**src/rtl/heap_pq.sv**
```systemverilog
// rtl/heap_pq.sv - binary-heap priority queue of key/payload pairs, min- or max-ordered
// One slot array access per cycle; PUSH sifts up, POP/REPLACE sift down.
module heap_pq #(
    parameter int KEY_BITS  = 4,
    parameter int DATA_BITS = 8,
    parameter int DEPTH_LOG = 3,
    parameter int MAX_HEAP  = 0
) (
    input  logic                 clock,
    input  logic                 reset,
    input  logic [1:0]           cmd,
    input  logic [KEY_BITS-1:0]  din_key,
    input  logic [DATA_BITS-1:0] din_data,
    output logic [KEY_BITS-1:0]  dout_key,
    output logic [DATA_BITS-1:0] dout_data,
    output logic                 ready,
    output logic                 full,
    output logic                 empty,
    output logic [DEPTH_LOG:0]   count,
    output logic                 error
);
    localparam int WORDS = 2 ** DEPTH_LOG;
    localparam int CW    = DEPTH_LOG + 1;
    localparam int IW    = DEPTH_LOG + 2;
    localparam logic [CW-1:0] FULL_CNT = CW'(WORDS);

    localparam logic [1:0] CMD_PUSH    = 2'd1;
    localparam logic [1:0] CMD_POP     = 2'd2;
    localparam logic [1:0] CMD_REPLACE = 2'd3;

    localparam logic [2:0] S_IDLE     = 3'd0;
    localparam logic [2:0] S_PUSH_RD  = 3'd1;
    localparam logic [2:0] S_PUSH_CMP = 3'd2;
    localparam logic [2:0] S_DN_RDL   = 3'd3;
    localparam logic [2:0] S_DN_RDR   = 3'd4;
    localparam logic [2:0] S_DN_CMP   = 3'd5;

    logic [2:0]           state_q, state_d;
    logic [CW-1:0]        count_q, count_d;
    logic [CW-1:0]        posn_q, posn_d;
    logic [KEY_BITS-1:0]  hold_key_q, hold_key_d, tmp1_key_q, tmp1_key_d, tmp2_key_q, tmp2_key_d;
    logic [DATA_BITS-1:0] hold_data_q, hold_data_d, tmp1_data_q, tmp1_data_d, tmp2_data_q, tmp2_data_d;
    logic                 error_q, error_d;
    logic [KEY_BITS-1:0]  slot_key_q  [WORDS];
    logic [DATA_BITS-1:0] slot_data_q [WORDS];

    logic                 wr_en;
    logic [DEPTH_LOG-1:0] wr_idx, rd_idx;
    logic [KEY_BITS-1:0]  wr_key, rd_key;
    logic [DATA_BITS-1:0] wr_data, rd_data;

    logic [CW-1:0] cnt_m1, parent;
    logic [IW-1:0] posn_x, count_x, left_x, right_x;
    logic          l_in, r_in, l_ok, r_ok;

    function automatic logic better(input logic [KEY_BITS-1:0] a, input logic [KEY_BITS-1:0] b);
        return (MAX_HEAP != 0) ? (a > b) : (a < b);
    endfunction

    // Child indices carry one bit more than count so right(WORDS-1) cannot wrap onto slot 0.
    assign cnt_m1  = count_q - 1'b1;
    assign parent  = (posn_q - 1'b1) >> 1;
    assign posn_x  = {1'b0, posn_q};
    assign count_x = {1'b0, count_q};
    assign left_x  = (posn_x << 1) + IW'(1);
    assign right_x = (posn_x << 1) + IW'(2);
    assign l_in    = left_x < count_x;
    assign r_in    = right_x < count_x;
    assign l_ok    = l_in && better(tmp1_key_q, hold_key_q) && (!r_in || !better(tmp2_key_q, tmp1_key_q));
    assign r_ok    = r_in && better(tmp2_key_q, hold_key_q);

    always_comb begin
        rd_idx = '0;
        case (state_q)
            S_IDLE:    rd_idx = cnt_m1[DEPTH_LOG-1:0];
            S_PUSH_RD: rd_idx = parent[DEPTH_LOG-1:0];
            S_DN_RDL:  rd_idx = left_x[DEPTH_LOG-1:0];
            S_DN_RDR:  rd_idx = right_x[DEPTH_LOG-1:0];
            default:   rd_idx = '0;
        endcase
    end

    assign rd_key  = slot_key_q[rd_idx];
    assign rd_data = slot_data_q[rd_idx];

    always_comb begin
        state_d     = state_q;
        count_d     = count_q;
        posn_d      = posn_q;
        hold_key_d  = hold_key_q;
        hold_data_d = hold_data_q;
        tmp1_key_d  = tmp1_key_q;
        tmp1_data_d = tmp1_data_q;
        tmp2_key_d  = tmp2_key_q;
        tmp2_data_d = tmp2_data_q;
        error_d     = error_q;
        wr_en       = 1'b0;
        wr_idx      = posn_q[DEPTH_LOG-1:0];
        wr_key      = hold_key_q;
        wr_data     = hold_data_q;
        case (state_q)
            S_IDLE: begin
                if (cmd == CMD_PUSH || (cmd == CMD_REPLACE && empty)) begin
                    if (full) begin
                        error_d = 1'b1;
                    end else begin
                        posn_d      = count_q;
                        hold_key_d  = din_key;
                        hold_data_d = din_data;
                        count_d     = count_q + 1'b1;
                        state_d     = S_PUSH_RD;
                    end
                end else if (cmd == CMD_POP) begin
                    if (empty) begin
                        error_d = 1'b1;
                    end else begin
                        count_d     = cnt_m1;
                        hold_key_d  = rd_key;
                        hold_data_d = rd_data;
                        wr_en       = 1'b1;
                        wr_idx      = '0;
                        wr_key      = rd_key;
                        wr_data     = rd_data;
                        posn_d      = '0;
                        state_d     = S_DN_RDL;
                    end
                end else if (cmd == CMD_REPLACE) begin
                    hold_key_d  = din_key;
                    hold_data_d = din_data;
                    wr_en       = 1'b1;
                    wr_idx      = '0;
                    wr_key      = din_key;
                    wr_data     = din_data;
                    posn_d      = '0;
                    state_d     = S_DN_RDL;
                end
            end
            S_PUSH_RD: begin
                tmp1_key_d  = rd_key;
                tmp1_data_d = rd_data;
                state_d     = S_PUSH_CMP;
            end
            S_PUSH_CMP: begin
                wr_en = 1'b1;
                if (posn_q == '0 || !better(hold_key_q, tmp1_key_q)) begin
                    state_d = S_IDLE;
                end else begin
                    wr_key  = tmp1_key_q;
                    wr_data = tmp1_data_q;
                    posn_d  = parent;
                    state_d = S_PUSH_RD;
                end
            end
            S_DN_RDL: begin
                tmp1_key_d  = rd_key;
                tmp1_data_d = rd_data;
                state_d     = S_DN_RDR;
            end
            S_DN_RDR: begin
                tmp2_key_d  = rd_key;
                tmp2_data_d = rd_data;
                state_d     = S_DN_CMP;
            end
            S_DN_CMP: begin
                wr_en = 1'b1;
                if (l_ok) begin
                    wr_key  = tmp1_key_q;
                    wr_data = tmp1_data_q;
                    posn_d  = left_x[CW-1:0];
                    state_d = S_DN_RDL;
                end else if (r_ok) begin
                    wr_key  = tmp2_key_q;
                    wr_data = tmp2_data_q;
                    posn_d  = right_x[CW-1:0];
                    state_d = S_DN_RDL;
                end else begin
                    state_d = S_IDLE;
                end
            end
            default: state_d = S_IDLE;
        endcase
    end

    always_ff @(posedge clock or posedge reset) begin
        if (reset) begin
            state_q     <= S_IDLE;
            count_q     <= '0;
            posn_q      <= '0;
            hold_key_q  <= '0;
            hold_data_q <= '0;
            tmp1_key_q  <= '0;
            tmp1_data_q <= '0;
            tmp2_key_q  <= '0;
            tmp2_data_q <= '0;
            error_q     <= 1'b0;
            for (int i = 0; i < WORDS; i++) begin
                slot_key_q[i]  <= '0;
                slot_data_q[i] <= '0;
            end
        end else begin
            state_q     <= state_d;
            count_q     <= count_d;
            posn_q      <= posn_d;
            hold_key_q  <= hold_key_d;
            hold_data_q <= hold_data_d;
            tmp1_key_q  <= tmp1_key_d;
            tmp1_data_q <= tmp1_data_d;
            tmp2_key_q  <= tmp2_key_d;
            tmp2_data_q <= tmp2_data_d;
            error_q     <= error_d;
            if (wr_en) begin
                slot_key_q[wr_idx]  <= wr_key;
                slot_data_q[wr_idx] <= wr_data;
            end
        end
    end

    assign dout_key  = slot_key_q[0];
    assign dout_data = slot_data_q[0];
    assign ready     = (state_q == S_IDLE);
    assign full      = (count_q == FULL_CNT);
    assign empty     = (count_q == '0);
    assign count     = count_q;
    assign error     = error_q;
endmodule

```
**config.mk**
```make
export PLATFORM = sky130hd
export DESIGN_NAME = heap_pq
export DESIGN_NICKNAME = d
export VERILOG_FILES = /design/src/rtl/heap_pq.sv
export SDC_FILE = /design/constraint.sdc
export NUM_CORES = 1
export LEC_CHECK = 0
export ABC_AREA = 1
export BUFFER_PORTS_ARGS = -buffer_cell sky130_fd_sc_hd__buf_4
export CELL_PAD_IN_SITES_DETAIL_PLACEMENT = 1
export CELL_PAD_IN_SITES_GLOBAL_PLACEMENT = 2
export CORE_ASPECT_RATIO = 0.8
export CORE_MARGIN = 1.5
export CORE_UTILIZATION = 38
export CTS_BUF_LIST = sky130_fd_sc_hd__clkbuf_8 sky130_fd_sc_hd__clkbuf_16
export DETAILED_ROUTE_END_ITERATION = 8
export PLACE_DENSITY_LB_ADDON = 0.2
export SLEW_MARGIN = 20
export SYNTH_ARGS = -nofsm -noshare
export SYNTH_HDL_FRONTEND = slang
export SYNTH_SLANG_ARGS = --single-unit
export TNS_END_PERCENT = 20
```
**constraint.sdc**
```tcl
create_clock -name clock -period 7.1 [get_ports clock]
set_clock_uncertainty 0.15 [all_clocks]
set_input_delay 1.065 -clock clock [delete_from_list [all_inputs] [get_ports clock]]
set_output_delay 1.065 -clock clock [all_outputs]
set_load 0.01 [all_outputs]
```
==> flow_metrics.tcl, run 1 <==
set metrics [dict create \
    syn_area_per_cell_um2 6.75 \
    synth-edff-count 0 \
    worstSetupEndpointType "flip-flop" \
    clk_pin_slew_ns 0.06 \
    use_met1_pct 42.3 \
    clk_latency_ns 0.45 \
    cts_hold_buf 0 \
    slew_headroom_pct 31.0 \
    grt_pass1_wl_um 53200 \
    clk_path_buf_depth 2 \
    antenna_found_initial 0 \
    grt_overflow 0 \
    grt_pass1_vias 9112 \
    drv_cap 0 \
    syn-instance-count 1374 \
    finalCritPeriodShare_pct 61.4 \
    synth_cell_types 40 \
    yosys_warnings 0 \
    crit_start "posn_q[1]" \
    synth_nets 1410 \
    wire_per_inst_um 19.8 \
    rsz0062_at_grt "false" \
    crit_fanout 49 \
    hp-start "slot_data_q[28]" \
    vias 8895 \
    grt.total_usage_pct 28.1 \
    critical-path-max-stage-delay_ns 0.76 \
    busiest_layer "met2" \
    crit_top_cell "nand2_1" \
    dieWidth_um 178 \
    die-area_mm2 0.0254 \
    fp.coreArea_mm2 0.0237 \
    yosys-top-cells-count "nand2_1 (661), dfrtp_1 (144), inv_1 (138), nand3_1 (74), a21oi_1 (50)" \
    cts_made_buffers 17 \
    area.growth.synth_to_final_pct 10.6 \
    fillerInstances 3090 \
    clock_sinks 144 \
    setup-tns-final_ns 0 \
    final-hold-violation-count 0 \
    drt_wl_total_um 33400 \
    path_class "flip-flop to flip-flop" \
    r2r_start "posn_q[1]" \
    synthArstFlopShare_pct 100 \
    setup_viol 0 \
    status "finished clean" \
    yosysTopAreaCell "dfrtp_1" \
    maxSlewViolCount 0 \
    arrival_ns 4.59 \
    netlist_area_mm2 0.00928 \
    ys_seq_area_share_pct 38.8 \
    period_minus_slack_ns 4.36 \
    dp.final_hpwl_um 21700 \
    post_cts_buffers 0 \
    ios 36 \
    synth_flop_cell "dfrtp_1" \
    antenna_cells 0 \
    path_cells "inv_1 -> ha_1 -> nand2_1 -> nand2_2 -> buf_4 -> nand2_2 -> nand2_1 -> nand2_1 -> nand2_1 -> nand3_1 -> nand2_1 -> nand2_1 -> nand2_1 -> nand2_1 -> nand2_1 -> nand2_1 -> nand3_4 -> nand2_1 -> nand2_1" \
    postCtsResizedCells 0 \
    port_buffers 35 \
    worst_slew_pin_slew_ns 1.03 \
    antenna_left 0 \
    clock-root-buffer "clkbuf_16" \
    worstHoldPathType "flip-flop to flip-flop" \
    grt_max_degree 81 \
    cts_max_level 4 \
    nets 1403 \
    start_kind "flip-flop" \
    row_count 50 \
    grt_util_met3_pct 3.86 \
    initial_core_util_pct 39.1 \
    synth.most_common_cell "nand2_1" \
    die_h_um 143 \
    slowest_stage "nand2_2" \
    routabilityCongestion 0.863 \
    avgViaCountPerCell 5.26 \
    drive_above_1_share_pct 9.42 \
    yosys.area.top_type_share_pct 38.8 \
    dr.pass1.iters 5 \
    required_ns 7.33 \
    synth_area_leaders "dfrtp_1 (39%), nand2_1 (27%), inv_1 (5.6%), nand3_1 (4.0%), nand3b_1 (3.1%)" \
    ys_ff_latch 144 \
    cts_tree "yes" \
    use_met2_pct 42.5 \
    drt_iter0_markers 604 \
    timing.fmax_mhz 230 \
    drc 0 \
]
through the flow:
stage	hold slack (ns)	utilization, %	setup slack [ns]	instances	cell area [µm²]
floorplan	0.290	-	2.02	1374	9280
global placement	0.303	40.6	2.85	1660	9620
detailed placement	0.306	40.6	2.81	1660	9620
CTS	0.325	43.3	2.74	1692	10300
global route	0.339	43.3	2.39	1692	10300
finish	0.322	43.3	2.74	1692	10300
cells in the final DEF (no fill, tap or decap), types with 2 or more instances in the layout:
cell,netlist,layout
a21oi_1,50,50
a22oi_1,4,4
buf_4,17,51
bufinv_16,0,4
clkbuf_16,0,17
clkbuf_8,0,4
clkinv_2,0,2
clkinvlp_4,0,2
dfrtp_1,144,144
ha_1,20,20
inv_1,138,139
inv_2,6,6
mux2_2,11,11
nand2_1,661,661
nand2_2,7,7
nand3_1,74,74
nand3_2,11,11
nand3_4,3,3
nand3b_1,38,38
nand4_1,5,5
nor2_1,48,47
nor2_2,1,2
nor2_4,4,4
nor3_1,5,4
nor3_2,1,2
nor4_1,2,2
o21ai_0,36,36
o21ai_1,2,2
o22ai_1,12,12
xor2_1,4,4
worst max-delay path, delay by kind of cell, from the launching register on:
family        cells  cell delay (ns)
simple gates     16             2.53
buf+inv           2             0.63
fa+ha+maj         1             0.40
flops             1             0.52
state kept, by name (all words and copies together) (netlist names), 3 cells and up:
name,flops
tmp2_key_q,4
hold_key_q,4
dout_data,8
posn_q,4
tmp2_data_q,8
tmp1_key_q,4
dout_key,4
slot_data_q,56
tmp1_data_q,8
hold_data_q,8
count,4
state_q,3
slot_key_q,28
cell type report:
type | instances | area [µm²] | share of cell area (%)
Multi-Input combinational cell | 1009 | 4700 | 45.8
Sequential cell | 144 | 3600 | 35.1
Inverter | 144 | 546 | 5.31
Clock buffer | 21 | 480 | 4.68
Tap cell | 312 | 390 | 3.80
Timing Repair Buffer | 51 | 383 | 3.73
Clock inverter | 11 | 161 | 1.57
cells by family after synthesis:
logic type / after synthesis / share of synthesized area, %
mux: 11 / 1.33
compound gates: 112 / 6.53
fa+ha+maj: 20 / 2.70
xor+xnor: 5 / 0.472
simple gates: 861 / 39.5
flops: 144 / 38.8
buf+inv: 221 / 10.6
layer usage:
| layer | wire [µm] | up-vias |
|---|---|---|
| met2 | 14500 | 158 |
| li1 | - | 4231 |
| met1 | 17200 | 4478 |
| met4 | 404 | 0 |
| met3 | 1310 | 28 |
| met5 | 0 | - |
path summary, 6_finish.rpt:
path,to,slack [ns],cells past startpoint
worst max-delay path,slot_data_q[18],2.74,19
worst min-delay path,slot_data_q[28],0.32,2
worst max register to register,slot_data_q[18],2.74,19
worst min register to register,slot_data_q[28],0.32,2
max in group asynchronous,slot_data_q[41],4.68,3
min in group asynchronous,count[0],0.62,2
Power of run 1 is left out: the tool's default activity adds up to more than one toggle a clock period on the data nets, which glitch-free logic cannot reach.
==> inputs of run 2 (changes only) <==
--- a/config.mk
+++ b/config.mk
@@ -5,13 +5,13 @@
 export SDC_FILE = /design/constraint.sdc
 export NUM_CORES = 1
 export LEC_CHECK = 0
-export ABC_AREA = 1
+export ABC_AREA = 0
 export BUFFER_PORTS_ARGS = -buffer_cell sky130_fd_sc_hd__buf_4
 export CELL_PAD_IN_SITES_DETAIL_PLACEMENT = 1
 export CELL_PAD_IN_SITES_GLOBAL_PLACEMENT = 2
 export CORE_ASPECT_RATIO = 0.8
 export CORE_MARGIN = 1.5
-export CORE_UTILIZATION = 38
+export CORE_UTILIZATION = 40
 export CTS_BUF_LIST = sky130_fd_sc_hd__clkbuf_8 sky130_fd_sc_hd__clkbuf_16
 export DETAILED_ROUTE_END_ITERATION = 8
 export PLACE_DENSITY_LB_ADDON = 0.2
==> constraint.sdc (replaced) <==
create_clock -name clock -period 4.6 [get_ports clock]
set_clock_uncertainty 0.15 [all_clocks]
set_input_delay 0.69 -clock clock [delete_from_list [all_inputs] [get_ports clock]]
set_output_delay 0.69 -clock clock [all_outputs]
set_load 0.01 [all_outputs]
==> flow_metrics.tcl, run 2 <==
set metrics [dict create \
    status "finished clean" \
    power_switching_mw 4.82 \
    grt_pass1_wl_um 49500 \
    cp-endpoint "dout_data[5]" \
    vias 8093 \
    synthArstFlopShare_pct 100 \
    drive_above_1_share_pct 15.0 \
    routabilityCongestion 0.924 \
    drt_wl_total_um 31800 \
    finalCritPeriodShare_pct 88.2 \
    synth_area_leaders "dfrtp_1 (40%), mux2i_1 (5.1%), a21oi_1 (4.6%), nand2_1 (4.4%), nor2_1 (4.4%)" \
    yosysTopAreaCell "dfrtp_1" \
    yosys.area.top_type_share_pct 39.6 \
    syn-instance-count 1022 \
    initial_core_util_pct 40.7 \
    p_leak_nw 4.25 \
    drc 0 \
    crit_start "posn_q[0]" \
    die-area_mm2 0.0237 \
    grt_pass1_vias 8035 \
    post_cts_buffers 0 \
    slew_headroom_pct 36.1 \
    grt_overflow 0 \
    p_int_mw 4.54 \
    antenna_left 0 \
    netlist_area_mm2 0.00910 \
    path_class "flip-flop to flip-flop" \
    pwr-share-seq_pct 26.2 \
    ir_drop_mv 0.271 \
    dieWidth_um 172 \
    die_h_um 138 \
    cts_tree "yes" \
    maxSlewViolCount 0 \
    drt_iter0_markers 610 \
    regMostFlops "slot_data_q" \
    rsz0062_at_grt "false" \
    grt_max_degree 91 \
    synth_nets 1058 \
    utilization_pct 45.7 \
    largest_reg_flops 56 \
    antenna_found_initial 0 \
    avgViaCountPerCell 6.04 \
    crit_fanout 14 \
    cts_hold_buf 0 \
    ys_seq_area_share_pct 39.6 \
    clock-root-buffer "clkbuf_16" \
    synth.most_common_cell "dfrtp_1" \
    synth_cell_types 78 \
    cts_max_level 4 \
    wire_per_inst_um 23.7 \
    ios 36 \
    nets 1057 \
    final-hold-violation-count 0 \
    clock_sinks 144 \
    final_cell_mix "dfrtp_1 (144), nand2_1 (107), nor2_1 (106)" \
    start_kind "flip-flop" \
    fillerInstances 2570 \
    regToRegEndpoint "dout_data[5]" \
    port_buffers 35 \
    clk_path_buf_depth 2 \
    worstHoldPathType "input port to async pin" \
    clk_pin_slew_ns 0.08 \
    required_ns 4.74 \
    arrival_ns 4.20 \
    yosys-top-cells-count "dfrtp_1 (144), nand2_1 (107), nor2_1 (106), a21oi_1 (83), o21ai_0 (67)" \
    dr.pass1.iters 5 \
    r2r_start "posn_q[0]" \
    drv_cap 0 \
    reg2regPathDepth 10 \
    fp.coreArea_mm2 0.0224 \
    setup-tns-final_ns 0 \
    reg_top3 "slot_data_q: 56 flops, slot_key_q: 28 flops" \
    synth-edff-count 0 \
    worstSetupEndpointType "flip-flop" \
    clk_latency_ns 0.44 \
    row_count 49 \
    netSwitchingFraction_pct 51.5 \
    power_density_mw_per_mm2 915 \
    r2r_setup_slack_ns 0.54 \
    area.growth.synth_to_final_pct 12.3 \
    synth_flop_cell "dfrtp_1" \
    p_clk_share_pct 15.0 \
    cts_made_buffers 17 \
    postCtsResizedCells 0 \
    ys_ff_latch 144 \
    syn_area_per_cell_um2 8.91 \
    final_common_cell "dfrtp_1" \
    yosys_warnings 0 \
    worst_slew_pin_slew_ns 0.958 \
    setup_viol 0 \
    period_minus_slack_ns 4.06 \
    timing.fmax_mhz 247 \
    dp.final_hpwl_um 22200 \
    p_comb_share_pct 58.8 \
    grt.total_usage_pct 28.2 \
]
## run 2: cell types whose count changed after synthesis, sizes merged, moves of 37 or more
cell	delta
inv	-114
mux2i	+46
nand3	-54
nor2	+54
nand3b	-37
nand2	-558
o21ai	+40
## run 2: area by class of cell
class	instances	area [µm²]	share of cell area (%)
sequential	144	3600	35.2
timing repair buffer	70	563	5.51
clock inverter	14	141	1.38
tap	306	383	3.74
multi-input combinational	758	4970	48.7
inverter	30	116	1.14
antenna	1	2.50	0.0245
clock buffer	18	439	4.30
## run 2: stage by stage
step	area [µm²]	cells	hold WS (ns)	power (mW)	worst slack, ns
floorplan	9110	1022	0.298	6.22	1.13
global placement	9630	1308	0.309	7.82	0.721
detailed placement	9630	1308	0.318	7.91	0.616
CTS	10200	1340	0.199	9.34	0.571
global route	10200	1340	0.231	10.0	0.301
finish	10200	1341	0.189	9.36	0.543
## run 2: worst min-delay path by stage
stage                         start         endpoint  cells past startpoint
detailed placement  slot_data_q[27]  slot_data_q[27]                      2
CTS                           reset   slot_key_q[25]                      2
global placement              error            error                      1
finish                        reset   slot_key_q[25]                      2
global route                  reset   slot_key_q[25]                      2
floorplan           slot_data_q[24]  slot_data_q[24]                      2
## run 2: power groups by stage
stage               Combinational (mW)  Clock, mW  Sequential [mW]
floorplan                         4.05          0             2.17
global placement                  5.38          0             2.44
detailed placement                5.45          0             2.46
CTS                               5.48       1.42             2.44
global route                      6.05       1.47             2.53
finish                            5.50       1.40             2.45
## run 2: cells by family after synthesis
family,count (synthesis),share of synthesized area [%]
buffers and inverters,120,6.34
XOR/XNOR,10,0.962
AND/OR/NAND/NOR,317,15.8
AO/OA/AOI/OAI,360,28.9
multiplexers,51,5.68
adder cells (fa/ha/maj),20,2.75
flip-flops,144,39.6
## run 2: per-layer routing
| layer | track usage, % | vias up | wire length (µm) |
|---|---|---|---|
| met2 | 42.1 | 195 | 13900 |
| met4 | 9.41 | 0 | 711 |
| li1 | - | 3779 | - |
| met3 | 4.71 | 48 | 1550 |
| met5 | 0 | - | 0 |
| met1 | 41.2 | 4071 | 15700 |
## run 2: worst max-delay path, stage by stage (launching register included)
cell and delay, ns:
dfrtp_1 0.65, inv_1 0.12, ha_1 0.38, ha_1 0.29, o21ai_0 0.21, a21oi_1 0.06
or3_1 0.51, o21a_4 0.30, or2_1 0.47, a221oi_4 0.59, a41oi_1 0.18
Note: power is estimated with default switching activity, not from simulation.
